File: src/rtl/uart_axi_pkg.sv
// Shared types and register map for the AXI UART streaming transmit master.
package uart_axi_pkg;

    typedef enum logic [2:0] {
        IDLE,
        RD_ADDR,
        RD_DATA,
        GAP,
        WR,
        WR_RESP
    } state_t;

    localparam logic [3:0] REG_TX_OFFSET   = 4'h0;
    localparam logic [3:0] REG_RX_OFFSET   = 4'h4;
    localparam logic [3:0] REG_STAT_OFFSET = 4'h8;
    localparam logic [3:0] REG_CTRL_OFFSET = 4'hC;

    localparam int         TX_BUSY_BIT   = 0;
    localparam logic [1:0] AXI_RESP_OKAY = 2'b00;

endpackage

File: src/rtl/uart_axi_tx_master.sv
// AXI4-Lite master streaming bytes into the UART TX register after polling for TX idle.
// Optional response checking (err port) is enabled by defining UART_AXI_MASTER_RESP_CHECK_EN.
module uart_axi_tx_master
    import uart_axi_pkg::*;
#(
    parameter logic [31:0] BASE_ADDR   = 32'h44A0_0000,
    parameter logic [3:0]  TX_OFFSET   = REG_TX_OFFSET,
    parameter logic [3:0]  STAT_OFFSET = REG_STAT_OFFSET,
    parameter int          POLL_GAP    = 4
) (
    input  logic        clk,
    input  logic        rst,
    input  logic [7:0]  in_data,
    input  logic        in_valid,
    output logic        in_ready,
    output logic [31:0] m_axi_awaddr,
    output logic [2:0]  m_axi_awprot,
    output logic        m_axi_awvalid,
    input  logic        m_axi_awready,
    output logic [31:0] m_axi_wdata,
    output logic [3:0]  m_axi_wstrb,
    output logic        m_axi_wvalid,
    input  logic        m_axi_wready,
    input  logic [1:0]  m_axi_bresp,
    input  logic        m_axi_bvalid,
    output logic        m_axi_bready,
    output logic [31:0] m_axi_araddr,
    output logic [2:0]  m_axi_arprot,
    output logic        m_axi_arvalid,
    input  logic        m_axi_arready,
    input  logic [31:0] m_axi_rdata,
    input  logic [1:0]  m_axi_rresp,
    input  logic        m_axi_rvalid,
    output logic        m_axi_rready,
    output logic        busy,
    output logic [15:0] sent_count
`ifdef UART_AXI_MASTER_RESP_CHECK_EN
    ,
    output logic        err
`endif
);

    localparam logic [31:0] TX_ADDR   = BASE_ADDR + {28'h0, TX_OFFSET};
    localparam logic [31:0] STAT_ADDR = BASE_ADDR + {28'h0, STAT_OFFSET};
    localparam int          GAP_W     = (POLL_GAP > 1) ? $clog2(POLL_GAP) : 1;
    localparam logic [GAP_W-1:0] GAP_LOAD = GAP_W'(POLL_GAP - 1);

    state_t           state;
    state_t           state_next;
    logic [7:0]       byte_q;
    logic [GAP_W-1:0] gap_cnt;
    logic             aw_done;
    logic             w_done;
    logic             aw_hs;
    logic             w_hs;
    logic             b_hs;
    logic             tx_busy;
    logic             b_ok;
    logic             unused_resp;

    assign aw_hs        = m_axi_awvalid & m_axi_awready;
    assign w_hs         = m_axi_wvalid & m_axi_wready;
    assign b_hs         = m_axi_bvalid & m_axi_bready;
    assign m_axi_awprot = 3'b000;
    assign m_axi_arprot = 3'b000;
    assign m_axi_wstrb  = 4'b0001;

`ifdef UART_AXI_MASTER_RESP_CHECK_EN
    // A failed status read cannot prove the transmitter is idle, so poll again.
    assign tx_busy     = m_axi_rdata[TX_BUSY_BIT] | (m_axi_rresp != AXI_RESP_OKAY);
    assign b_ok        = (m_axi_bresp == AXI_RESP_OKAY);
    assign unused_resp = ^m_axi_rdata;

    always_ff @(posedge clk) begin
        if (rst) begin
            err <= 1'b0;
        end else if ((b_hs && !b_ok) ||
                     (m_axi_rvalid && m_axi_rready && m_axi_rresp != AXI_RESP_OKAY)) begin
            err <= 1'b1;
        end
    end
`else
    assign tx_busy     = m_axi_rdata[TX_BUSY_BIT];
    assign b_ok        = 1'b1;
    assign unused_resp = ^{m_axi_rdata, m_axi_rresp, m_axi_bresp};
`endif

    always_ff @(posedge clk) begin
        if (rst) begin
            state <= IDLE;
        end else begin
            state <= state_next;
        end
    end

    always_comb begin
        state_next = state;
        case (state)
            IDLE:    if (in_valid)      state_next = RD_ADDR;
            RD_ADDR: if (m_axi_arready) state_next = RD_DATA;
            RD_DATA: if (m_axi_rvalid)  state_next = tx_busy ? GAP : WR;
            GAP:     if (gap_cnt == '0) state_next = RD_ADDR;
            WR:      if ((aw_done || aw_hs) && (w_done || w_hs)) state_next = WR_RESP;
            WR_RESP: if (m_axi_bvalid)  state_next = IDLE;
            default:                    state_next = IDLE;
        endcase
    end

    // Write-channel done flags are only meaningful inside WR and clear on any other state.
    always_ff @(posedge clk) begin
        if (rst) begin
            byte_q     <= 8'h00;
            gap_cnt    <= '0;
            aw_done    <= 1'b0;
            w_done     <= 1'b0;
            sent_count <= 16'h0000;
        end else begin
            if (state == IDLE && in_valid) begin
                byte_q <= in_data;
            end
            if (state == RD_DATA) begin
                gap_cnt <= GAP_LOAD;
            end else if (state == GAP) begin
                gap_cnt <= gap_cnt - GAP_W'(1);
            end
            if (state == WR) begin
                if (aw_hs) aw_done <= 1'b1;
                if (w_hs)  w_done  <= 1'b1;
            end else begin
                aw_done <= 1'b0;
                w_done  <= 1'b0;
            end
            if (b_hs && b_ok) begin
                sent_count <= sent_count + 16'd1;
            end
        end
    end

    always_comb begin
        in_ready      = 1'b0;
        busy          = 1'b1;
        m_axi_arvalid = 1'b0;
        m_axi_araddr  = 32'h0;
        m_axi_rready  = 1'b0;
        m_axi_awvalid = 1'b0;
        m_axi_awaddr  = 32'h0;
        m_axi_wvalid  = 1'b0;
        m_axi_wdata   = 32'h0;
        m_axi_bready  = 1'b0;
        case (state)
            IDLE: begin
                in_ready = 1'b1;
                busy     = 1'b0;
            end
            RD_ADDR: begin
                m_axi_arvalid = 1'b1;
                m_axi_araddr  = STAT_ADDR;
            end
            RD_DATA: m_axi_rready = 1'b1;
            WR: begin
                m_axi_awvalid = !aw_done;
                m_axi_awaddr  = TX_ADDR;
                m_axi_wvalid  = !w_done;
                m_axi_wdata   = {24'h0, byte_q};
            end
            WR_RESP: m_axi_bready = 1'b1;
            default: ;
        endcase
    end

endmodule

File: config.mk
export PLATFORM = sky130hd
export DESIGN_NAME = uart_axi_tx_master
export DESIGN_NICKNAME = d
export VERILOG_FILES = /design/src/rtl/uart_axi_pkg.sv /design/src/rtl/uart_axi_tx_master.sv
export SDC_FILE = /design/constraint.sdc
export NUM_CORES = 1
export LEC_CHECK = 0
export ABC_AREA = 1
export BUFFER_PORTS_ARGS = -buffer_cell sky130_fd_sc_hd__buf_2
export CORE_MARGIN = 5
export CORE_UTILIZATION = 38
export CTS_CLUSTER_SIZE = 25
export DETAILED_ROUTE_END_ITERATION = 6
export GPL_ROUTABILITY_DRIVEN = 0
export PLACE_DENSITY = 0.88
export SLEW_MARGIN = 15
export SYNTH_ARGS = -nofsm -noshare
export SYNTH_HDL_FRONTEND = slang
export SYNTH_SLANG_ARGS = --single-unit
File: constraint.sdc
create_clock -name clk -period 1.2 [get_ports clk]
set_clock_uncertainty 0.1 [all_clocks]
set_input_delay 0.06 -clock clk [delete_from_list [all_inputs] [get_ports clk]]
set_output_delay 0.06 -clock clk [all_outputs]
set_load 0.05 [all_outputs]
==> flow_summary.yaml, run 1 <==
clock_tree:
  clk_pin_slew_ns: 0.07
  tritoncts.num_buffers: 5
  cts_root_buffer: "clkbuf_8"
  cts_tree: "yes"
  clock-sinks: 31
  htreeDepth: 2
  clk_latency_ns: 0.29
  clockBufferDepth: 2
power:
  p_switching_uw: 4260
  max-vdd-ir-drop_mv: 0.855
  switching_share_pct: 52.6
  power_uw: 8110
  powerDensity_nw_per_um2: 2020
  leakage_uw: 0.00191
  pwr-share-seq_pct: 17.2
  p_int_uw: 3840
  clock_power_share_pct: 10.2
  comb_power_share_pct: 72.7
run_status:
  violations: "setup timing"
  run_status: "complete, but fails checks"
sta:
  worst_slack_ns: -0.439
  rsz0062_at_grt: "yes"
  hold-worst-slack_ns: 0.0618
  setup_violations: 55
  period_share_pct: 137
  final.min_clock_period_ns: 1.64
  slew_viol_final: 0
  hold_viol: 0
  fmax_mhz: 610
worst_setup_path:
  worstSetupPathType: "flip-flop to flip-flop"
  crit_path_max_fanout: 5
  cp_data_arrival_time_ns: 1.72
  cp-end-kind: "flip-flop"
  cp_data_required_time_ns: 1.28
  cp-start-kind: "flip-flop"
yosys:
  synthFlopType: "dfxtp_1"
  ys_top_cells_by_area: "buf_4, dfxtp_1, nand2_1"
  synth_cells: 370
  synth_common_cells: "buf_4, nand2_1, inv_1"
  synth-edff-count: 0
  async_flop_share_pct: 0
  synth.most_common_cell: "buf_4"
  syn_area_um2: 2520
  yosysWarnings: 0
  synth_top_area_share_pct: 29.2
  yosysTopAreaCell: "buf_4"
  synth-seq-cells: 31
  synth.distinct_cells: 29
  syn_area_per_cell_um2: 6.82
  ys_seq_area_share_pct: 24.6
routing:
  drc: 0
  drtPass1Iterations: 4
  wl_per_cell_um: 15.8
  postRouteAntennaNets: 0
  vias: 2612
  wl_mm: 8.81
  viasPerCell: 4.67
  drt_iter0_drc: 157
run:
  maxCapViolations: 0
min_path:
  hp-class: "input port to flip-flop"
global_route:
  grt_usage_pct: 16.5
  grt_max_degree: 20
  grt_antenna_before_repair: 0
  grt_pass1_vias: 2281
  grt_overflow: 0
  grt_pass1_wl_mm: 11.3
floorplanning:
  die_h_um: 91.5
  io_pins: 181
  core_area_um2: 6420
  die-width_um: 91.5
  die-area_um2: 8370
  row_count: 29
  initial_core_util_pct: 39.3
placement:
  dp.final_hpwl_mm: 4.82
  io_buffer_count: 56
  post-place-ws_ns: -0.269
  placedCellCount: 514
final_layout:
  multi_input_area_um2: 1830
  final_layout_size_suffix_gt1_share_pct: 52.3
  diodes: 0
  final_nets: 535
  instances_no_fill: 559
  syn2layout_area_growth_pct: 58.9
  register_area_um2: 686
  fin_util_pct: 62.5
  fill_cells: 443
cells in the final DEF, fill, tap and decap left out, types with 3 or more instances in the layout:
cell type and n:
nand2_8 4, nand2_1 34, buf_6 31, conb_1 89, dlygate4sd3_1 8, buf_8 11
nor2_1 13, clkinvlp_4 3, nand2_2 16, nor2_4 27, buf_12 4, nand3_1 8
dfxtp_4 17, buf_4 39, nand2_4 16, clkbuf_8 5, inv_2 3, o21ai_1 8
o21ai_2 10, inv_1 37, a21oi_2 19, dfxtp_1 13, buf_2 26, nand4_1 6
a21oi_1 8, nand3_2 3
path summary, 6_finish.rpt:
path                        from              to  cells after the start  slack (ns)
hold / removal          in_valid       byte_q[2]                      3        0.06
hold reg to reg   sent_count[14]  sent_count[14]                      2        0.40
setup reg to reg        state[0]        state[0]                     11       -0.44
setup / recovery        state[0]        state[0]                     11       -0.44
logic make-up (layout without fill, tap and decap cells):
family / after synthesis / after routing / share of synthesized area, %
xor+xnor: 1 / 1 / 0.347
simple gates: 137 / 138 / 26.0
flops: 31 / 31 / 24.6
other cells: 2 / 89 / 0.298
fa+ha+maj: 2 / 2 / 0.991
compound gates: 48 / 48 / 10.1
buf+inv: 149 / 173 / 37.7
power groups by stage:
stage               Clock [uW]  Combinational, uW  Sequential [uW]
finish                     824               5890             1390
global route               878               6140             1400
CTS                        827               5340             1360
detailed placement           0               3940             1370
global placement             0               3870             1350
floorplan                    0               3660             1300
flip-flops by register name, summed over array words and instances (netlist names):
register and cells:
w_done 1, byte_q 8, state 3, aw_done 1, gap_cnt 2, sent_count 16
metrics by stage:
| stage | TNS, ns | cell area (um2) |
|---|---|---|
| floorplan | -6.24 | 3190 |
| global placement | -7.09 | 3000 |
| detailed placement | -9.12 | 3000 |
| CTS | -10.93 | 3630 |
| global route | -17.34 | 4010 |
| finish | -14.37 | 4010 |
worst max-delay path, cell delays in order, from the launching register on:
cell and delay, ns:
dfxtp_4 0.41, buf_6 0.12, nor2_4 0.03, nand2_4 0.08
clkinvlp_4 0.10, buf_4 0.14, nand2_1 0.08, nand2_1 0.07
nor2_1 0.12, nand3_1 0.11, nand2_1 0.11, nor2_1 0.06
layer usage:
layer | track usage, % | share of wire (%)
met5 | 0 | 0
met4 | 7.54 | 5.1
met3 | 2.73 | 6.3
met2 | 30.8 | 53
met1 | 18.0 | 35
repair_timing:
action,CTS,global route
gates resized for setup,103,76
endpoints found under the hold margin,8,0
pin swaps,17,36
hold buffers,8,0
setup buffers,10,18
cloned,3,0
endpoints found under the setup margin,58,56
area by class of cell:
class	instances	area share (%)
Multi-Input combinational cell	278	45.6
Clock inverter	2	0.281
Inverter	45	4.74
Tap cell	77	2.40
Timing Repair Buffer	120	28.0
Sequential cell	31	17.1
Clock buffer	6	1.81
Note: power is estimated with default switching activity, not from simulation.
==> run 2, diff against run 1 <==
CTS_BUF_LIST = sky130_fd_sc_hd__clkbuf_4 sky130_fd_sc_hd__clkbuf_8   (was unset)
==> flow_summary.yaml, run 2 (synthesized netlist as in run 1, its figures left out) <==
sta:
  setup_violations: 55
  final.min_clock_period_ns: 1.64
  fmax_mhz: 611
  hold-worst-slack_ns: 0.0596
  period_share_pct: 136
  worst_slack_ns: -0.438
  totalNegativeSetupSlack_ns: -14.57
  hold_viol: 0
  slew_viol_final: 0
  rsz0062_at_grt: "yes"
run:
  maxCapViolations: 0
global_route:
  grt_antenna_before_repair: 0
  grt_pass1_wl_mm: 11.3
  grt_overflow: 0
  grt_pass1_vias: 2282
  grt_usage_pct: 16.5
  grt_max_degree: 20
final_layout:
  finalInstanceArea_um2: 4020
  final_nets: 535
  diodes: 0
  instances_no_fill: 559
  fin_util_pct: 62.5
  top_regs: "sent_count (16), byte_q (8), state (3)"
  syn2layout_area_growth_pct: 59.1
  largest_register_ffs: 16
  largest_register: "sent_count"
  final_layout_size_suffix_gt1_share_pct: 52.5
  final_common_cell: "conb_1"
  mostFrequentLayoutCells: "conb_1, buf_4, inv_1"
worst_setup_path:
  cp_data_arrival_time_ns: 1.72
  path_buf_inv: 3
  cp-end-kind: "flip-flop"
  slowest_delay_ns: 0.41
  crit_chain: "buf_6 -> nor2_4 -> nand2_4 -> clkinvlp_4 -> buf_4 -> nand2_1 -> nand2_1 -> nor2_1 -> nand3_1 -> nand2_1 -> nor2_1"
  critical_path.top_delay_family: "simple AND/OR/NAND/NOR gates"
  worstSetupPathType: "flip-flop to flip-flop"
  cp-start-kind: "flip-flop"
  reg2reg_from: "state[0]"
  crit_path_max_fanout: 5
  crit_path_top_delay_cell: "dfxtp_4"
  worstSetupStartpoint: "state[0]"
  cp_data_required_time_ns: 1.29
  crit_path_frequent_cell: "nand2_1"
clock_tree:
  tritoncts.num_buffers: 5
  clk_latency_ns: 0.29
  cts_tree: "yes"
  htreeDepth: 2
  clockBufferDepth: 2
  clk_pin_slew_ns: 0.07
  cts_root_buffer: "clkbuf_8"
  clock-sinks: 31
routing:
  viasPerCell: 4.67
  drtPass1Iterations: 5
  drc: 0
  wl_per_cell_um: 16.0
  drt_iter0_drc: 185
  postRouteAntennaNets: 0
  wl_mm: 8.92
  vias: 2610
floorplanning:
  die_h_um: 91.5
  die-area_um2: 8370
  io_pins: 181
  row_count: 29
  core_area_um2: 6420
  initial_core_util_pct: 39.3
  die-width_um: 91.5
power:
  powerDensity_nw_per_um2: 2030
  leakage_uw: 0.00191
  max-vdd-ir-drop_mv: 0.919
min_path:
  hp-class: "input port to flip-flop"
  hp-start: "in_valid"
placement:
  placedCellCount: 514
  dpl_cell_area_um2: 3000
  io_buffer_count: 56
  dp.final_hpwl_mm: 4.82
run_status:
  run_status: "complete, but fails checks"
  violations: "setup timing"
-- run 2: cell count changes in the layout (fill, tap and decap cells not counted) --
cell,before,now
clkbuf_4,0,1
clkbuf_1,1,0
-- run 2: final cells by class --
class	instances	area [um2]
fillers	441	2410
inverters	45	190
well taps	77	96.3
multi-input cells	278	1830
repair buffers	120	1120
clock inverters	2	11.3
clock buffers	6	76.3
flip-flops and latches	31	686
-- run 2: final timing paths --
kind / slack, ns / cells after the start / end
max: -0.44 / 11 / state[0]
min: 0.06 / 3 / byte_q[2]
max reg2reg: -0.44 / 11 / state[0]
min reg2reg: 0.41 / 2 / sent_count[14]
-- run 2: worst register-to-register path: stages, from the launching register on --
cell,delay [ns]
dfxtp_4,0.41
buf_6,0.13
nor2_4,0.03
nand2_4,0.08
clkinvlp_4,0.10
buf_4,0.14
nand2_1,0.08
nand2_1,0.07
nor2_1,0.11
nand3_1,0.11
nand2_1,0.11
nor2_1,0.06
-- run 2: per-stage QoR --
step | setup WS [ns] | total power [uW]
after floorplan | -0.278 | 4960
after global placement | -0.242 | 5220
after detailed placement | -0.269 | 5310
after CTS | -0.346 | 7550
after global routing | -0.517 | 8440
final | -0.438 | 8140
-- run 2: routing by layer --
| metal | up-vias | track usage [%] | routed length (um) |
|---|---|---|---|
| met3 | 38 | 2.73 | 665 |
| met4 | 0 | 7.54 | 450 |
| li1 | 1185 | - | - |
| met2 | 163 | 30.8 | 4740 |
| met5 | - | 0 | 0 |
| met1 | 1224 | 18.0 | 3060 |
-- run 2: timing repair --
item / 4_1_cts / 5_1_grt
cloned: 3 / 0
endpoints found under the setup margin: 58 / 56
pin swaps: 17 / 36
resized for setup: 103 / 76
hold buffers: 8 / 0
buffers inserted: 10 / 18
hold endpoints to repair: 8 / 0
-- run 2: report_power, final --
| group | switching (uW) | internal [uW] | total, uW |
|---|---|---|---|
| clock | 426 | 429 | 856 |
| sequential | 192 | 1200 | 1390 |
| combinational | 3650 | 2240 | 5890 |
==> run 3, diff against run 2 <==
ABC_AREA = unset   (was 1)
CORE_UTILIZATION = 36   (was 38)
HOLD_SLACK_MARGIN = 0.06   (was unset)
==> flow_summary.yaml, run 3 <==
yosys:
  synth-edff-count: 0
  synthMuxAreaShare_pct: 0
  synth-seq-cells: 31
  ys_top_cells_by_area: "buf_4, dfxtp_1, nand2_1"
  yosys.area_share.simple_pct: 23.4
  synth_cells: 281
  synth_compound_area_share_pct: 6.95
  synth.most_common_cell: "buf_4"
  ys_seq_area_share_pct: 28.3
  yosysTopAreaCell: "buf_4"
  synthXorXnorAreaFrac_pct: 4.39
  syn_area_um2: 2200
  synth_top_family_by_area: "buffers and inverters"
  synth.distinct_cells: 32
  synth_common_cells: "buf_4, dfxtp_1, nand2_1"
  synthFlopType: "dfxtp_1"
  synth_adder_area_share_pct: 1.14
  synth_top_area_share_pct: 33.2
  async_flop_share_pct: 0
  syn_area_per_cell_um2: 7.81
  yosysWarnings: 0
global_route:
  grt_pass1_wl_mm: 8.13
  grt_overflow: 0
  grt_pass1_vias: 1848
  grt_max_degree: 32
  grt_antenna_before_repair: 0
  grt_usage_pct: 13.1
final_layout:
  final_layout_size_suffix_gt1_share_pct: 45.0
  largest_register: "sent_count"
  fill_cells: 479
  syn2layout_area_growth_pct: 56.5
  final_nets: 444
  largest_register_ffs: 16
  final_common_cell: "conb_1"
  instances_no_fill: 466
  register_area_um2: 674
  diodes: 0
  multi_input_area_um2: 1360
  mostFrequentLayoutCells: "conb_1, buf_4, buf_2"
  top_regs: "sent_count (16), byte_q (8), state (3)"
routing:
  wl_per_cell_um: 12.8
  wl_mm: 5.95
  postRouteAntennaNets: 0
  drt_iter0_drc: 82
  vias: 1996
  drc: 0
  drtPass1Iterations: 4
  viasPerCell: 4.28
min_path:
  hp-class: "input port to flip-flop"
  whs_path_depth: 4
  hp-start: "in_valid"
placement:
  placedCellCount: 423
  dp.final_hpwl_mm: 3.82
  io_buffer_count: 56
  post-place-ws_ns: -0.506
power:
  max-vdd-ir-drop_mv: 0.558
  leakage_uw: 0.00167
  power_uw: 3290
  powerDensity_nw_per_um2: 957
worst_setup_path:
  cp_data_arrival_time_ns: 1.84
  cp-end-kind: "flip-flop"
  cp_data_required_time_ns: 1.31
  crit_path_max_fanout: 3
  slowest_delay_ns: 0.56
  crit_path_end: "sent_count[14]"
  r2r_end: "sent_count[14]"
  worstSetupPathType: "flip-flop to flip-flop"
  crit_chain: "nand4b_4 -> or4_4 -> or3_1 -> a21oi_1"
  cp-start-kind: "flip-flop"
  ff2ff_path_depth: 4
  r2r_slack_ns: -0.53
  worstSetupStartpoint: "state[1]"
  reg2reg_from: "state[1]"
  crit_path_top_delay_cell: "or4_4"
clock_tree:
  clk_pin_slew_ns: 0.06
  clockBufferDepth: 2
  tritoncts.num_buffers: 5
  clock-sinks: 31
  cts_root_buffer: "clkbuf_8"
  clk_latency_ns: 0.28
  htreeDepth: 2
  cts_tree: "yes"
run:
  maxCapViolations: 0
sta:
  final.min_clock_period_ns: 1.73
  fmax_mhz: 578
  rsz0062_at_grt: "yes"
  hold_viol: 0
  period_share_pct: 144
  setup_violations: 55
  maxSlewHeadroom_pct: 61.9
  slew_viol_final: 0
  worstMarginPinSlew_ns: 0.571
  worst_slack_ns: -0.531
run_status:
  violations: "setup timing"
  run_status: "complete, but fails checks"
floorplanning:
  row_count: 28
  die-width_um: 88.1
  core_area_um2: 5920
  io_pins: 181
  initial_core_util_pct: 37.1
  die-area_um2: 7760
  die_h_um: 88.1
## run 3: logic make-up after synthesis
family                     Yosys count
buffers and inverters              111
and+or+nand+nor                     96
DFF                                 31
AOI/OAI and AO/OA                   28
xor gates and xnor gates            11
adders and majority gates            2
other                                2
## run 3: how the worst min path moves through the flow
stage / to / slack [ns]
after floorplan: byte_q[0] / 0.1
after global routing: byte_q[7] / 0.09
after CTS: byte_q[7] / 0.08
after detailed placement: byte_q[5] / 0.22
final: byte_q[7] / 0.08
after global placement: byte_q[4] / 0.21
## run 3: timing repair
item                                   CTS  global route
buffers inserted                         8            16
setup endpoints to repair               57            59
hold buffers                            11             0
endpoints found under the hold margin   11             0
resized for setup                       82            52
pin swaps                               14            16
cloned                                   0             1
## run 3: routing by layer
metal / share of wire [%] / global-route usage (%) / up-vias
met5: 0 / 0 / -
met4: 2.1 / 3.30 / 0
met3: 8.7 / 3.86 / 13
met2: 56 / 24.9 / 96
met1: 33 / 14.1 / 941
li1: - / - / 946
## run 3: layout make-up
cell class / count / share of cell area, %
clock buffers: 8 / 2.66
inverters: 7 / 1.20
multi-input cells: 226 / 39.5
flip-flops and latches: 31 / 19.6
well taps: 75 / 2.73
repair buffers: 119 / 34.3
## run 3: critical path, delay by kind of cell (launching register included)
kind / cells / cell delay [ns]
simple gates: 3 / 1.08
flops: 1 / 0.34
compound gates: 1 / 0.14
## run 3: stage by stage
step	hold WS [ns]	util [%]	setup TNS (ns)	area (um2)
3_5_place_dp	0.218	42.9	-10.80	2540
3_3_place_gp	0.211	42.9	-9.59	2540
5_1_grt	0.0932	58.1	-21.41	3440
4_1_cts	0.0843	52.6	-16.46	3120
2_1_floorplan	0.0960	-	-11.48	2780
6_report	0.0811	58.1	-18.14	3440
## run 3: report_power, final
group	internal (uW)	switching (uW)	total (uW)	leakage, uW
logic	374	1020	1390	0.00135
registers	1040	25.6	1060	0.000263
clock network	479	351	830	0.0000498
